**config.mk**
```make
export PLATFORM = sky130hd
export DESIGN_NAME = sha3_scan_dispatcher
export DESIGN_NICKNAME = d
export VERILOG_FILES = /design/src/rtl/sha3_scan_dispatcher.sv
export SDC_FILE = /design/constraint.sdc
export NUM_CORES = 2
export LEC_CHECK = 0
export BUFFER_PORTS_ARGS = -buffer_cell sky130_fd_sc_hd__buf_2
export CAP_MARGIN = 20
export CORE_MARGIN = 3
export CORE_UTILIZATION = 55
export DETAILED_ROUTE_END_ITERATION = 8
export PLACE_DENSITY = 0.74
export SYNTH_ARGS = -nofsm -noshare
export SYNTH_HDL_FRONTEND = slang
export SYNTH_SLANG_ARGS = --single-unit
```
**constraint.sdc**
```tcl
create_clock -name clk -period 8.3 [get_ports clk]
set_clock_uncertainty 0.2 [all_clocks]
set_input_delay 1.66 -clock clk [delete_from_list [all_inputs] [get_ports clk]]
set_output_delay 1.66 -clock clk [all_outputs]
set_load 0.01 [all_outputs]
```
**src/rtl/sha3_scan_dispatcher.sv**
```systemverilog
// rtl/sha3_scan_dispatcher.sv - scan-job sequencer feeding nonce slots to sha3_iterating_pipe6 and checking its results
//
// Issues nonce slots into the pipe in whole bursts, remembers each slot in an
// in-order tag ring, and pairs every result the pipe returns with its tag.
// A result whose digest word is at or below the job target is a hit.
module sha3_scan_dispatcher #(
  parameter int BURST_LEN = 15,
  parameter int TAG_DEPTH = 16
) (
  input  logic        clk,
  input  logic        rst,
  input  logic        start,
  input  logic [63:0] base_nonce,
  input  logic [31:0] nonce_count,
  input  logic [63:0] target,
  input  logic        pipe_gimme,
  output logic        pipe_sample,
  output logic [63:0] pipe_nonce,
  input  logic        pipe_ogood,
  input  logic [63:0] pipe_word,
  output logic        busy,
  output logic        done,
  output logic        found,
  output logic [63:0] found_nonce,
  output logic [63:0] found_word,
  output logic [31:0] scanned,
  output logic        tag_underflow
);

  localparam int AW = (TAG_DEPTH > 1) ? $clog2(TAG_DEPTH) : 1;

  localparam logic [1:0] ST_IDLE  = 2'd0;
  localparam logic [1:0] ST_FEED  = 2'd1;
  localparam logic [1:0] ST_DRAIN = 2'd2;

  localparam logic [AW:0] OCC_ZERO = '0;
  localparam logic [AW:0] OCC_ONE  = {{AW{1'b0}}, 1'b1};

  // The ring must hold one full burst and wrap on a power-of-two index.
  generate
    if ((TAG_DEPTH < BURST_LEN) || ((TAG_DEPTH & (TAG_DEPTH - 1)) != 0)) begin : g_bad_depth
      $error("TAG_DEPTH must be a power of two and at least BURST_LEN");
    end
  endgenerate

  logic [1:0]    state;
  logic [63:0]   next_nonce;
  logic [31:0]   remaining;
  logic [63:0]   target_q;
  logic          mid_burst;

  // Tag ring: bit 64 marks a real nonce, bits 63:0 hold the nonce.
  logic [64:0]   tag_mem [TAG_DEPTH];
  logic [AW-1:0] wr_ptr;
  logic [AW-1:0] rd_ptr;
  logic [AW:0]   occ;

  logic          push;
  logic          slot_valid;
  logic          ring_empty;
  logic          pop_ok;
  logic          head_valid;
  logic [63:0]   head_nonce;
  logic          start_ok;

  // Once a burst has begun every gimme slot is filled, padding if the job ran out.
  assign pipe_sample = (state == ST_FEED) & pipe_gimme & ((remaining != 32'd0) | mid_burst);
  assign push        = pipe_sample;
  assign slot_valid  = (remaining != 32'd0);
  assign ring_empty  = (occ == OCC_ZERO);
  assign pop_ok      = pipe_ogood & ~ring_empty;
  assign head_valid  = tag_mem[rd_ptr][64];
  assign head_nonce  = tag_mem[rd_ptr][63:0];
  assign start_ok    = start & (state == ST_IDLE);
  assign busy        = (state != ST_IDLE);
  assign pipe_nonce  = next_nonce;

  // Job control: latch the job, advance the nonce cursor, finish once drained.
  always_ff @(posedge clk) begin
    if (rst) begin
      state      <= ST_IDLE;
      done       <= 1'b0;
      next_nonce <= 64'd0;
      remaining  <= 32'd0;
      target_q   <= 64'd0;
    end else begin
      done <= 1'b0;
      case (state)
        ST_IDLE: begin
          if (start_ok) begin
            state      <= ST_FEED;
            next_nonce <= base_nonce;
            remaining  <= nonce_count;
            target_q   <= target;
          end
        end
        ST_FEED: begin
          if (push && slot_valid) begin
            next_nonce <= next_nonce + 64'd1;
            remaining  <= remaining - 32'd1;
          end
          if (!slot_valid && !mid_burst && !pipe_gimme) begin
            state <= ST_DRAIN;
          end
        end
        ST_DRAIN: begin
          // Leave in the cycle the final pop empties the ring, so done lands right after it.
          if (ring_empty || ((occ == OCC_ONE) && pop_ok)) begin
            state <= ST_IDLE;
            done  <= 1'b1;
          end
        end
        default: begin
          state <= ST_IDLE;
        end
      endcase
    end
  end

  // Burst tracking: a burst stays open until the pipe drops gimme.
  always_ff @(posedge clk) begin
    if (rst) begin
      mid_burst <= 1'b0;
    end else if (!pipe_gimme) begin
      mid_burst <= 1'b0;
    end else if (push) begin
      mid_burst <= 1'b1;
    end
  end

  // Tag storage: record each issued slot at the write pointer.
  always_ff @(posedge clk) begin
    if (push) begin
      tag_mem[wr_ptr] <= {slot_valid, next_nonce};
    end
  end

  // Ring pointers and occupancy; a pop on an empty ring is discarded.
  always_ff @(posedge clk) begin
    if (rst) begin
      wr_ptr <= '0;
      rd_ptr <= '0;
      occ    <= '0;
    end else begin
      if (push) begin
        wr_ptr <= wr_ptr + 1'b1;
      end
      if (pop_ok) begin
        rd_ptr <= rd_ptr + 1'b1;
      end
      case ({push, pop_ok})
        2'b10:   occ <= occ + OCC_ONE;
        2'b01:   occ <= occ - OCC_ONE;
        default: occ <= occ;
      endcase
    end
  end

  // Result checking: count real results, latch hits, flag orphan results.
  always_ff @(posedge clk) begin
    if (rst) begin
      scanned       <= 32'd0;
      found         <= 1'b0;
      found_nonce   <= 64'd0;
      found_word    <= 64'd0;
      tag_underflow <= 1'b0;
    end else begin
      found <= 1'b0;
      if (start_ok) begin
        scanned <= 32'd0;
      end
      if (pipe_ogood && ring_empty) begin
        tag_underflow <= 1'b1;
      end
      if (pop_ok && head_valid) begin
        scanned <= scanned + 32'd1;
        if (pipe_word <= target_q) begin
          found       <= 1'b1;
          found_nonce <= head_nonce;
          found_word  <= pipe_word;
        end
      end
    end
  end

endmodule

```
==> results.json <==
{
  "layout-drive-gt1-share": 0.2508,
  "crit_family": "multiplexers",
  "ios": 458,
  "ys_ff_latch": 1383,
  "crit_arrival_ns": 5.65,
  "die_height_um": 332.9,
  "power_leakage_nw": 22.36,
  "ctsRootBufferMaster": "clkbuf_16",
  "port_buffers": 457,
  "die_w_um": 332.9,
  "final_area_sq_mm": 0.06730,
  "tritoncts": "built",
  "slowest_stage": "mux4_4",
  "maxSlewViolCount": 0,
  "area_delta_synth_final_pct": 14.53,
  "place_congestion": 0.8953,
  "clock_path_buffers": 3,
  "ant_nets": 0,
  "synth.yosys.warnings": 0,
  "grt_setup_unrepaired": "no",
  "synth.top_cell.area_share": 0.5314,
  "grt_max_degree": 161,
  "cp-start-kind": "register",
  "clock_latency_ns": 0.75,
  "critical_path.endpoint_type": "register",
  "crit_fanout": 56,
  "synth_cell_type_count": 73,
  "final-hold-violation-count": 0,
  "dp_hpwl_mm": 103.7,
  "synth.largest_area_cell": "edfxtp_1",
  "dr.first_iter.drc_count": 4705,
  "power.density_mw_per_mm2": 252.9,
  "firstDrtPassIters": 8,
  "cpPeakStageDelay_ns": 0.95,
  "ctsResizeCount": 0,
  "start_util": 0.5559,
  "grt_pass1_vias": 38390,
  "synth_edf_count": 1040,
  "setup_viol": 0,
  "wl_per_cell_um": 29.18,
  "crit_chain": "buf_4 > mux4_2 > mux4_4 > nand2_4 > buf_4 > nand2_2 > and3_1 > mux2_2",
  "netlist_top_cells_count": "1040 x edfxtp_1, 476 x nand2_1, 343 x dfxtp_1",
  "routed_wirelength_mm": 174.8,
  "status": "completed",
  "seq_area_frac_synth": 0.6483,
  "setup_tns_ns": 0,
  "syn_area_sq_mm": 0.05876,
  "hold_class": "reg2reg",
  "tightest_slew_ns": 1.176,
  "synth-async-reset-ratio": 0,
  "cts_hold_buffers": 0,
  "setup_ws_ns": 3.057,
  "nNetsFinal": 4775,
  "finalCritPeriodShare": 0.6316,
  "synth.most_common_cell": "edfxtp_1",
  "synth_cells": 4091,
  "synth_top_flop_cell": "edfxtp_1",
  "drc": 0,
  "utilization": 0.6366,
  "slew_headroom": 0.2158,
  "fp.dieArea_sq_mm": 0.1108,
  "cts_buffers": 140,
  "htreeDepth": 4,
  "rows": 119,
  "avgSynthCellArea_sq_um": 14.36,
  "vias": 40210,
  "cap_violations": 0,
  "grt_pass1_wl_mm": 257.1,
  "post_cts_buffers": 0,
  "max_freq_mhz": 190.7,
  "cts.sinks": 1383,
  "min_from": "target_q[17]",
  "synth_nets": 4396,
  "required_ns": 8.71,
  "timing.final.crit_period_ns": 5.243,
  "hold_slack_ns": 0.2547,
  "core_area_sq_mm": 0.1057,
  "overflow": 0,
  "antenna_found_initial": 15,
  "irDropWorstVdd_uv": 208.8,
  "pre_cts_ws_ns": 2.785,
  "critPathKind": "reg2reg",
  "ys_top_cells_by_area": "edfxtp_1 53%, mux4_2 12%, dfxtp_1 12%, nand2_1 3.0%, a21oi_1 2.9%",
  "cp_num_buf_inv": 2,
  "routed_via_density": 6.713,
  "dpl_cell_area_sq_mm": 0.06245,
  "cp_common_cell": "buf_4",
  "grt.total_usage": 0.3104,
  "clk_pin_slew_worst_paths_ns": 0.06
}
[layout by cell type (no fill, tap or decap), types with 63 or more instances in the layout]
cell,n
a21oi_1,340
a31oi_1,137
buf_2,456
buf_4,87
clkbuf_16,145
dfxtp_1,339
edfxtp_1,1040
ha_1,76
inv_1,90
mux4_2,324
nand2_1,474
nand3_1,69
nand4b_1,69
nor2_1,120
nor3b_1,63
o21ai_0,98
o311ai_0,129
[stage by stage]
stage	power [mW]	cells
final	17.02	5990
after global routing	17.56	5977
after CTS	17.05	5971
after detailed placement	10.67	5713
after global placement	10.62	5712
after floorplan	9.719	4091
[path summary, 6_finish.rpt]
path	to	slack (ns)	depth (start not counted)
setup reg to reg	scanned[23]	3.06	8
hold reg to reg	target_q[17]	0.25	2
setup / recovery	scanned[23]	3.06	8
hold / removal	target_q[17]	0.25	2
[final cells by class]
class,instances,area (sq um)
clock buffer,189,3894
timing repair buffer,554,3181
fill,7537,38410
clock inverter,69,790.8
inverter,91,349.1
multi-input combinational,2300,19200
antenna,13,32.53
tap,1391,1740
sequential,1383,38110
[registers in the layout, summed over array words and instances, names as in the netlist, named ones only]
signal	flops
pipe_nonce	64
tag_mem	1040
found_nonce	64
scanned	32
state	2
target_q	64
mid_burst	1
wr_ptr	4
remaining	32
rd_ptr	4
tag_underflow	1
found_word	64
occ	5
done	1
found	1
[metal layers]
metal	up-vias	share of wire	track usage
met5	-	0.00028	0
met4	8	0.031	0.09958
met3	348	0.12	0.08623
met2	2658	0.48	0.4918
met1	20200	0.37	0.4210
li1	16990	-	-
[report_power, final]
| group | switching, mW | internal, mW |
|---|---|---|
| clock network | 2.71 | 3.73 |
| registers | 0.301 | 7.74 |
| logic | 1.54 | 1.01 |
[cells by family after synthesis]
group,Yosys count,synth area share
fa+ha+maj,76,0.01618
flops,1383,0.6483
xor+xnor,16,0.002385
mux,335,0.1264
buf+inv,408,0.02806
compound gates,857,0.09222
simple gates,1016,0.08647
[tightest hold or removal path, cell delays in order, from the launching register on]
cell and delay, ns:
dfxtp_1 0.31, nand2_1 0.05, a21oi_1 0.05
Note: power is estimated with default switching activity, not from simulation.
